$ cat src/rtl/pc_fetch_stage.sv
// Instruction-fetch stage: PC register, imem request/ready handshake, decode slot, redirects.
// Optional build macro PC_ALIGN_CHECK_EN traps misaligned redirect targets in a sticky fault.
module pc_fetch_stage #(
    parameter int                ADDR_W   = 32,
    parameter logic [ADDR_W-1:0] RESET_PC = '0
) (
    input  logic              clk,
    input  logic              rst_n,
    output logic [ADDR_W-1:0] pc_out,
    input  logic [ADDR_W-1:0] pc_plus4_in,
    input  logic              branch_taken,
    input  logic [ADDR_W-1:0] branch_target,
    input  logic              jump,
    input  logic [ADDR_W-1:0] jump_target,
    input  logic              stall,
    output logic              imem_req,
    output logic [ADDR_W-1:0] imem_addr,
    input  logic              imem_ready,
    input  logic [31:0]       imem_rdata,
    output logic              if_valid,
    output logic [31:0]       if_instr,
    output logic [ADDR_W-1:0] if_pc,
    output logic              align_fault
);

    typedef enum logic [1:0] {IDLE, FETCH, HOLD} state_t;

    state_t            state, state_n;
    logic [ADDR_W-1:0] pc, pc_n, ipc, ipc_n, pend, pend_n;
    logic [31:0]       instr, instr_n;
    logic              vld, vld_n, kill, kill_n, fault, fault_n;

    logic              redir, redir_ok, fault_hit, req, done;
    logic [ADDR_W-1:0] tgt_raw, tgt;

    assign redir   = jump | branch_taken;
    assign tgt_raw = jump ? jump_target : branch_target;

`ifdef PC_ALIGN_CHECK_EN
    assign tgt       = tgt_raw;
    assign fault_hit = redir & ~fault & (|tgt_raw[1:0]);
    assign redir_ok  = redir & ~fault & ~(|tgt_raw[1:0]);
`else
    assign tgt       = tgt_raw & ~(ADDR_W'(3));
    assign fault_hit = 1'b0;
    assign redir_ok  = redir;
`endif

    // Never request while the slot is full and decode is stalled.
    assign req  = (state == FETCH) & ~(vld & stall) & ~fault;
    assign done = req & imem_ready;

    assign pc_out      = pc;
    assign imem_addr   = pc;
    assign imem_req    = req;
    assign if_valid    = vld;
    assign if_instr    = instr;
    assign if_pc       = ipc;
    assign align_fault = fault;

    always_ff @(posedge clk or negedge rst_n) begin
        if (!rst_n) begin
            state <= IDLE;
            pc    <= RESET_PC;
            vld   <= 1'b0;
            instr <= '0;
            ipc   <= '0;
            kill  <= 1'b0;
            pend  <= '0;
            fault <= 1'b0;
        end else begin
            state <= state_n;
            pc    <= pc_n;
            vld   <= vld_n;
            instr <= instr_n;
            ipc   <= ipc_n;
            kill  <= kill_n;
            pend  <= pend_n;
            fault <= fault_n;
        end
    end

    always_comb begin
        state_n = state;
        pc_n    = pc;
        vld_n   = vld & stall;
        instr_n = instr;
        ipc_n   = ipc;
        kill_n  = kill;
        pend_n  = pend;
        fault_n = fault;
        if (fault_hit) begin
            vld_n   = 1'b0;
            kill_n  = 1'b0;
            state_n = HOLD;
            fault_n = 1'b1;
        end else begin
            case (state)
                IDLE: begin
                    state_n = FETCH;
                    if (redir_ok) begin
                        pc_n  = tgt;
                        vld_n = 1'b0;
                    end
                end
                HOLD: begin
                    if (fault) begin
                        state_n = HOLD;
                    end else if (redir_ok) begin
                        pc_n    = tgt;
                        vld_n   = 1'b0;
                        state_n = FETCH;
                    end else if (!stall) begin
                        state_n = FETCH;
                    end
                end
                FETCH: begin
                    if (done) begin
                        // A response for a redirected-away address is dropped.
                        if (kill | redir_ok) begin
                            pc_n   = redir_ok ? tgt : pend;
                            vld_n  = 1'b0;
                            kill_n = 1'b0;
                        end else begin
                            instr_n = imem_rdata;
                            ipc_n   = pc;
                            vld_n   = 1'b1;
                            pc_n    = pc_plus4_in;
                        end
                    end else if (req) begin
                        // Keep imem_addr stable; apply the target once ready arrives.
                        if (redir_ok) begin
                            pend_n = tgt;
                            kill_n = 1'b1;
                            vld_n  = 1'b0;
                        end
                    end else if (redir_ok) begin
                        pc_n  = tgt;
                        vld_n = 1'b0;
                    end else begin
                        state_n = HOLD;
                    end
                end
                default: state_n = IDLE;
            endcase
        end
    end

endmodule

$ cat config.mk
export PLATFORM = sky130hd
export DESIGN_NAME = pc_fetch_stage
export DESIGN_NICKNAME = d
export VERILOG_FILES = /design/src/rtl/pc_fetch_stage.sv
export SDC_FILE = /design/constraint.sdc
export NUM_CORES = 1
export LEC_CHECK = 0
export BUFFER_PORTS_ARGS = -buffer_cell sky130_fd_sc_hd__buf_4
export CAP_MARGIN = 20
export CELL_PAD_IN_SITES_DETAIL_PLACEMENT = 0
export CELL_PAD_IN_SITES_GLOBAL_PLACEMENT = 1
export CORE_MARGIN = 5
export CORE_UTILIZATION = 34
export DETAILED_ROUTE_END_ITERATION = 10
export PLACE_DENSITY_LB_ADDON = 0.1
export SLEW_MARGIN = 10
export SYNTH_ARGS = -nofsm -noshare
export SYNTH_HDL_FRONTEND = slang
export SYNTH_SLANG_ARGS = --single-unit
$ cat constraint.sdc
create_clock -name clk -period 1.55 [get_ports clk]
set_clock_uncertainty 0.1 [all_clocks]
set_input_delay 0.155 -clock clk [delete_from_list [all_inputs] [get_ports clk]]
set_output_delay 0.155 -clock clk [all_outputs]
set_load 0.01 [all_outputs]
==> flow_summary.toml, run 1 <==
[worst_setup_path]
ff2ff_setup_slack_ps = -150
critPathCaptureType = "flip-flop"
rr_worst_depth = 6
timing.critical_path.from_type = "flip-flop"
timing.critical_path.required_ps = 1750
critical_path.reg2reg.endpoint = "if_pc[8]$_DFFE_PN0P_"
critical_path_class = "flip-flop to flip-flop"
worst_r2r_startpoint = "state[1]$_DFFE_PN0P_"
crit_path_max_fanout = 17
worst_ep_arrival_time_ps = 1900

[finish]
n_fill_cell = 1822
fin_area_mm2 = 0.0119
numnets_final = 1152
areaGrowthSynthToFinish_pct = 66.3
finalCoreUtilization_pct = 57.0
drive_gt1_share_pct = 47.8
antenna_diode_instance_count = 0

[hold_path]
holdCritPathClass = "primary input to flip-flop"
hold_path_end = "imem_addr[16]$_DFFE_PN0P_"
holdPathStages = 3
timing.hold.worst.start = "pc_plus4_in[16]"

[synthesis]
postSynth.topFlopCell = "sky130_fd_sc_hd__dfrtp_1"
synth.ff_latch_count = 132
synthesized_area_mm2 = 0.00716
synthesis.yosys.warnings = 0
synthesis.instances = 650
postSynth.asyncResetShare_pct = 100
synth_sequential_area_ratio_pct = 46.1
synth.top_cell.area_share_pct = 46.1
cells_taking_the_most_area_after_synthesis = "sky130_fd_sc_hd__dfrtp_1 (46%), sky130_fd_sc_hd__mux2_4 (13%), sky130_fd_sc_hd__a21oi_1 (4.5%)"
synth_edf_count = 0
synthDominantAreaCellType = "sky130_fd_sc_hd__dfrtp_1"
post_synth.cell_area_avg_um2 = 11.0
synth.net_count = 784
yosysUniqueCellTypes = 39

[cts]
clk_path_buf_depth = 2
level_count_of_the_clock_h_tree = 4
root_buffer = "sky130_fd_sc_hd__clkbuf_16"
cts_buffers = 17
cts_tree = "built"
clkTransAtPathRegs_ps = 70
clock-sinks = 132
clk-insertion-delay-late_ps = 420

[floorplan]
placement_rows = 53
dieWidth_um = 155
die_h_um = 155
die_area_mm2 = 0.0241
coreArea_mm2 = 0.0209
ios = 265
initial_utilization_pct = 34.3

[global_route]
antenna_violations_before_repair = 0
grt_overflow = 0
grt_start_max_net_pins = 51
vias_in_the_first_global_route = 7059
all_layer_gr_usage_pct = 19.9
grt_first_pass_wirelength_mm = 38.2

[run]
drv_cap = 0

[route]
drt_drc_violations_left = 0
detail_route.iter0.violations = 275
route.detailed.wl_per_inst_um = 19.3
drtPass1Iterations = 4
drtAntennaViolNets = 0
postRouteWirelength_mm = 25.3
route.vias.total = 6733
via_per_inst = 5.16

[outcome]
failing_checks = "negative setup slack"
outcome = "complete, but fails checks"

[sta]
final_max_slew_viol_count = 0
rsz0062_at_grt = "true"
time_the_worst_path_needs_with_i_o_delays_and_setup_ps = 1700
post-route-period-util_pct = 110
final_critical_path_setup_slack_ps = -148
hold_violations = 0
clock.fmax_mhz = 589
setup_viol_count_final = 118

[placed_design]
finalWeightedCongestion = 0.743
numPortBuffers = 259
dpl_cell_area_mm2 = 0.00947
hpwl_mm = 15.7

[power_and_ir_drop]
cellInternalPower_w = 0.00978
power.leakage_nw = 5.60
comb_power_share_pct = 34.8
sequentialPowerShare_pct = 34.8
switching_share_pct = 30.6
netSwitchingPower_w = 0.00432
report.power.total_w = 0.0141
part_of_the_total_power_dissipated_in_the_clock_network_pct = 30.4
vdd_drop_max_uv = 730
power_density_mw_per_mm2 = 1180
-- worst max-delay path, stage by stage (launching register included) --
cell	delay [ps]
sky130_fd_sc_hd__dfrtp_2	420
sky130_fd_sc_hd__nor2b_4	120
sky130_fd_sc_hd__and3_4	200
sky130_fd_sc_hd__buf_12	110
sky130_fd_sc_hd__nand2_8	100
sky130_fd_sc_hd__buf_12	190
sky130_fd_sc_hd__mux2_4	310
-- final cells by class --
class                   instances  area (um2)  share of cell area, %
flip-flops and latches        132        3310                   27.8
clock buffers                  17         425                   3.57
clock inverters                15         195                   1.64
well taps                     275         344                   2.89
multi-input cells             398        3600                   30.2
repair buffers                436        3910                   32.9
inverters                      33         124                   1.04
-- cells by family after synthesis --
family / after synthesis / synth area share [%]
flip-flops: 132 / 46.1
other: 1 / 0.0524
multiplexers: 96 / 17.7
AO/OA/AOI/OAI: 219 / 19.8
buffers and inverters: 121 / 9.70
AND/OR/NAND/NOR: 81 / 6.60
-- power by group through the flow --
| stage | clock, W | sequential (W) | combinational (W) |
|---|---|---|---|
| floorplan | 0 | 0.00519 | 0.00201 |
| global placement | 0 | 0.00491 | 0.00427 |
| detailed placement | 0 | 0.00495 | 0.00431 |
| CTS | 0.00439 | 0.00491 | 0.00478 |
| global route | 0.00451 | 0.00503 | 0.00523 |
| finish | 0.00429 | 0.00491 | 0.00490 |
-- layout by cell type, fill, tap and decap left out, types with 2 or more instances in the layout --
cell / netlist / routed
sky130_fd_sc_hd__clkinvlp_4: 0 / 2
sky130_fd_sc_hd__a221oi_4: 0 / 4
sky130_fd_sc_hd__o21ai_0: 59 / 59
sky130_fd_sc_hd__inv_1: 32 / 32
sky130_fd_sc_hd__o22a_1: 2 / 2
sky130_fd_sc_hd__a211oi_1: 29 / 6
sky130_fd_sc_hd__mux2_2: 5 / 5
sky130_fd_sc_hd__a211oi_2: 0 / 21
sky130_fd_sc_hd__nand2_1: 7 / 6
sky130_fd_sc_hd__a211oi_4: 0 / 2
sky130_fd_sc_hd__buf_12: 0 / 17
sky130_fd_sc_hd__nor2_1: 32 / 32
sky130_fd_sc_hd__buf_4: 34 / 287
sky130_fd_sc_hd__clkinv_4: 0 / 3
sky130_fd_sc_hd__clkbuf_16: 0 / 21
sky130_fd_sc_hd__inv_6: 0 / 6
sky130_fd_sc_hd__nor2_4: 0 / 2
sky130_fd_sc_hd__dlygate4sd3_1: 0 / 114
sky130_fd_sc_hd__a2bb2oi_1: 29 / 29
sky130_fd_sc_hd__dfrtp_1: 132 / 129
sky130_fd_sc_hd__a221oi_2: 2 / 25
sky130_fd_sc_hd__mux2_4: 60 / 60
sky130_fd_sc_hd__bufinv_16: 0 / 3
sky130_fd_sc_hd__buf_6: 12 / 12
sky130_fd_sc_hd__a21oi_2: 0 / 3
sky130_fd_sc_hd__nor2b_1: 2 / 2
sky130_fd_sc_hd__nand3b_1: 29 / 29
sky130_fd_sc_hd__dfrtp_2: 0 / 3
sky130_fd_sc_hd__a21oi_1: 65 / 62
sky130_fd_sc_hd__mux2i_1: 31 / 30
-- metrics by stage --
stage               hold slack (ps)  setup TNS, ps  instances  setup slack, ps
finish                         15.2          -9070       1306             -148
global route                   22.6         -16730       1306             -196
CTS                            1.46          -7020       1298             -131
detailed placement            -51.4         -22400       1137             -503
global placement              -54.1         -17690       1137             -401
floorplan                      -241          -5190        650            -82.3
-- synth_stat cells, types with 5 or more instances --
library cell                count
sky130_fd_sc_hd__a211oi_1      29
sky130_fd_sc_hd__a21oi_1       65
sky130_fd_sc_hd__a221oi_1      27
sky130_fd_sc_hd__a2bb2oi_1     29
sky130_fd_sc_hd__buf_2         18
sky130_fd_sc_hd__buf_4         34
sky130_fd_sc_hd__buf_6         12
sky130_fd_sc_hd__clkbuf_1      22
sky130_fd_sc_hd__dfrtp_1      132
sky130_fd_sc_hd__inv_1         32
sky130_fd_sc_hd__mux2_2         5
sky130_fd_sc_hd__mux2_4        60
sky130_fd_sc_hd__mux2i_1       31
sky130_fd_sc_hd__nand2_1        7
sky130_fd_sc_hd__nand3b_1      29
sky130_fd_sc_hd__nor2_1        32
sky130_fd_sc_hd__o21ai_0       59
-- registers in the layout, indices dropped and copies added (netlist names) --
name,flops
if_instr,32
pend,32
state,2
if_valid,1
if_pc,32
kill,1
imem_addr,32
-- layer usage --
| metal | global-route usage [%] | vias up | routed length (um) |
|---|---|---|---|
| met4 | 6.90 | 0 | 557 |
| li1 | - | 3096 | - |
| met3 | 4.12 | 45 | 1610 |
| met5 | 0 | - | 0 |
| met1 | 25.4 | 3343 | 10700 |
| met2 | 33.4 | 249 | 12400 |
-- repair_timing --
action,in CTS,in global routing
cloned,3,5
endpoints found under the hold margin,216,0
hold buffers,114,0
setup endpoints to repair,125,127
gates resized for setup,48,28
setup buffers,12,5
pin swaps,18,6
-- how the worst max path moves through the flow --
stage / startpoint / end / depth (start not counted)
2_1_floorplan: state[1]$_DFFE_PN0P_ / if_instr[0]$_DFFE_PN0P_ / 6
6_report: state[1]$_DFFE_PN0P_ / if_pc[8]$_DFFE_PN0P_ / 6
3_5_place_dp: state[1]$_DFFE_PN0P_ / imem_addr[10]$_DFFE_PN0P_ / 3
4_1_cts: state[1]$_DFFE_PN0P_ / if_pc[10]$_DFFE_PN0P_ / 6
5_1_grt: state[1]$_DFFE_PN0P_ / if_pc[6]$_DFFE_PN0P_ / 6
3_3_place_gp: state[0]$_DFFE_PN0P_ / imem_addr[12]$_DFFE_PN0P_ / 4
No activity file was read; power rests on OpenSTA's default activity.
==> inputs of run 2 (changes only) <==
==> constraint.sdc (replaced) <==
create_clock -name clk -period 1.55 [get_ports clk]
set_clock_uncertainty 0.1 [all_clocks]
set_input_delay 0.2325 -clock clk [delete_from_list [all_inputs] [get_ports clk]]
set_output_delay 0.2325 -clock clk [all_outputs]
set_load 0.01 [all_outputs]
==> run 2 against run 1 <==
Against the previous run: the run still ends with negative setup slack left; flip-flop and latch count stayed put; fmax is 3.0% lower; critical path depth unchanged; sequential share of layout area rose by 2.2 points; critical endpoint is now if_pc[3]$_DFFE_PN0P_.
==> flow_summary.toml, run 2 (same netlist as run 1, synthesis figures left out) <==
[global_route]
all_layer_gr_usage_pct = 19.8
grt_start_max_net_pins = 69
grt_first_pass_wirelength_mm = 37.6
grt_overflow = 0
vias_in_the_first_global_route = 6769
antenna_violations_before_repair = 0

[worst_setup_path]
timing.critical_path.from_type = "flip-flop"
critical_path_class = "flip-flop to flip-flop"
critPathCaptureType = "flip-flop"
crit_path_max_fanout = 10
timing.critical_path.required_ps = 1750
worst_ep_arrival_time_ps = 1950

[placed_design]
pre_cts_ws_ps = -442
hpwl_mm = 15.8
numPortBuffers = 259
finalWeightedCongestion = 0.750
dpl.cell_count = 1139

[route]
route.detailed.wl_per_inst_um = 19.9
drt_drc_violations_left = 0
via_per_inst = 5.13
drtPass1Iterations = 5
postRouteWirelength_mm = 24.4
detail_route.iter0.violations = 341
drtAntennaViolNets = 0
route.vias.total = 6289

[cts]
clock-sinks = 132
root_buffer = "sky130_fd_sc_hd__clkbuf_16"
cts_buffers = 17
cts_tree = "built"
clk_path_buf_depth = 2
clk-insertion-delay-late_ps = 420
level_count_of_the_clock_h_tree = 4
clkTransAtPathRegs_ps = 60

[floorplan]
placement_rows = 53
coreArea_mm2 = 0.0209
die_h_um = 155
initial_utilization_pct = 34.3
ios = 265
dieWidth_um = 155
die_area_mm2 = 0.0241

[finish]
n_fill_cell = 1846
layout.cells.most_common_list = "sky130_fd_sc_hd__buf_4 (286), sky130_fd_sc_hd__dfrtp_1 (129), sky130_fd_sc_hd__a21oi_1 (63)"
antenna_diode_instance_count = 0
numnets_final = 1071
mostFrequentLayoutCell = "sky130_fd_sc_hd__buf_4"
final-instance-count-excl-fill = 1225
areaGrowthSynthToFinish_pct = 54.2
drive_gt1_share_pct = 50.2
finalCoreUtilization_pct = 52.9

[outcome]
failing_checks = "negative setup slack"
outcome = "complete, but fails checks"

[power_and_ir_drop]
vdd_drop_max_uv = 661
report.power.total_w = 0.0135
power.leakage_nw = 5.26
power_density_mw_per_mm2 = 1230

[sta]
final_max_slew_viol_count = 0
final_critical_path_setup_slack_ps = -200
hold_violations = 0
clock.fmax_mhz = 571
post-route-period-util_pct = 113
time_the_worst_path_needs_with_i_o_delays_and_setup_ps = 1750
whs_ps = 19.5
rsz0062_at_grt = "true"
setup_viol_count_final = 127

[hold_path]
holdCritPathClass = "primary input to flip-flop"

[run]
drv_cap = 0
[run 2: cell types whose count changed in the layout (fill, tap and decap cells not counted), sizes merged]
cell	before	now
clkbuf	21	24
bufbuf	0	1
inv	40	33
dlygate4sd3	114	33
nand2	8	9
clkinv	3	5
bufinv	3	2
buf	318	319
[run 2: final timing paths]
check / from / end / slack, ps / cells after the start
max: state[1]$_DFFE_PN0P_ / if_pc[3]$_DFFE_PN0P_ / -200 / 6
min in group asynchronous: rst_n / if_instr[18]$_DFFE_PN0P_ / 150 / 2
max in group asynchronous: rst_n / imem_addr[16]$_DFFE_PN0P_ / 660 / 3
max reg2reg: state[1]$_DFFE_PN0P_ / if_pc[3]$_DFFE_PN0P_ / -200 / 6
min: branch_target[30] / pend[30]$_DFFE_PN0P_ / 20 / 3
min reg2reg: pend[0]$_DFFE_PN0P_ / pend[0]$_DFFE_PN0P_ / 400 / 1
[run 2: layout make-up]
| cell class | count | area (um2) | area share (%) |
|---|---|---|---|
| timing repair buffer | 354 | 3170 | 28.7 |
| tap | 275 | 344 | 3.12 |
| multi-input combinational | 399 | 3530 | 32.0 |
| inverter | 33 | 124 | 1.12 |
| clock buffer | 23 | 468 | 4.24 |
| sequential | 132 | 3310 | 29.9 |
| clock inverter | 9 | 104 | 0.940 |
[run 2: report_power, final]
group	total (W)	internal [W]	switching [W]	leakage, nW
logic	0.00468	0.00274	0.00194	3.45
clock network	0.00396	0.00244	0.00151	0.277
registers	0.00490	0.00431	0.000590	1.54
total	0.0135	0.00949	0.00405	5.26
[run 2: stage by stage]
stage,setup TNS [ps],area (um2)
global route,-21330,11000
global placement,-24510,9440
floorplan,-5190,7270
CTS,-13120,10900
finish,-15870,11000
detailed placement,-26300,9440
[run 2: repair_timing]
item / CTS / global route
gates cloned: 9 / 1
gates resized for setup: 47 / 25
endpoints found under the setup margin: 116 / 130
hold endpoints to repair: 164 / 0
hold buffers: 33 / 0
buffers inserted: 11 / 2
pin swaps: 4 / 4
[run 2: per-layer routing]
layer  share of wire (%)  global-route usage (%)  vias up
met1                  43                    25.6     3124
met5                   0                       0        -
met3                 6.6                    4.48       35
met4                 1.4                    5.63        0
li1                    -                       -     2912
met2                  49                    33.3      218
[run 2: critical path: stages, from the launching register on]
cell and delay [ps]:
sky130_fd_sc_hd__dfrtp_2 430, sky130_fd_sc_hd__nor2b_4 130, sky130_fd_sc_hd__and3_4 210, sky130_fd_sc_hd__buf_6 130
sky130_fd_sc_hd__nand2_8 120, sky130_fd_sc_hd__buf_16 200, sky130_fd_sc_hd__mux2_4 300
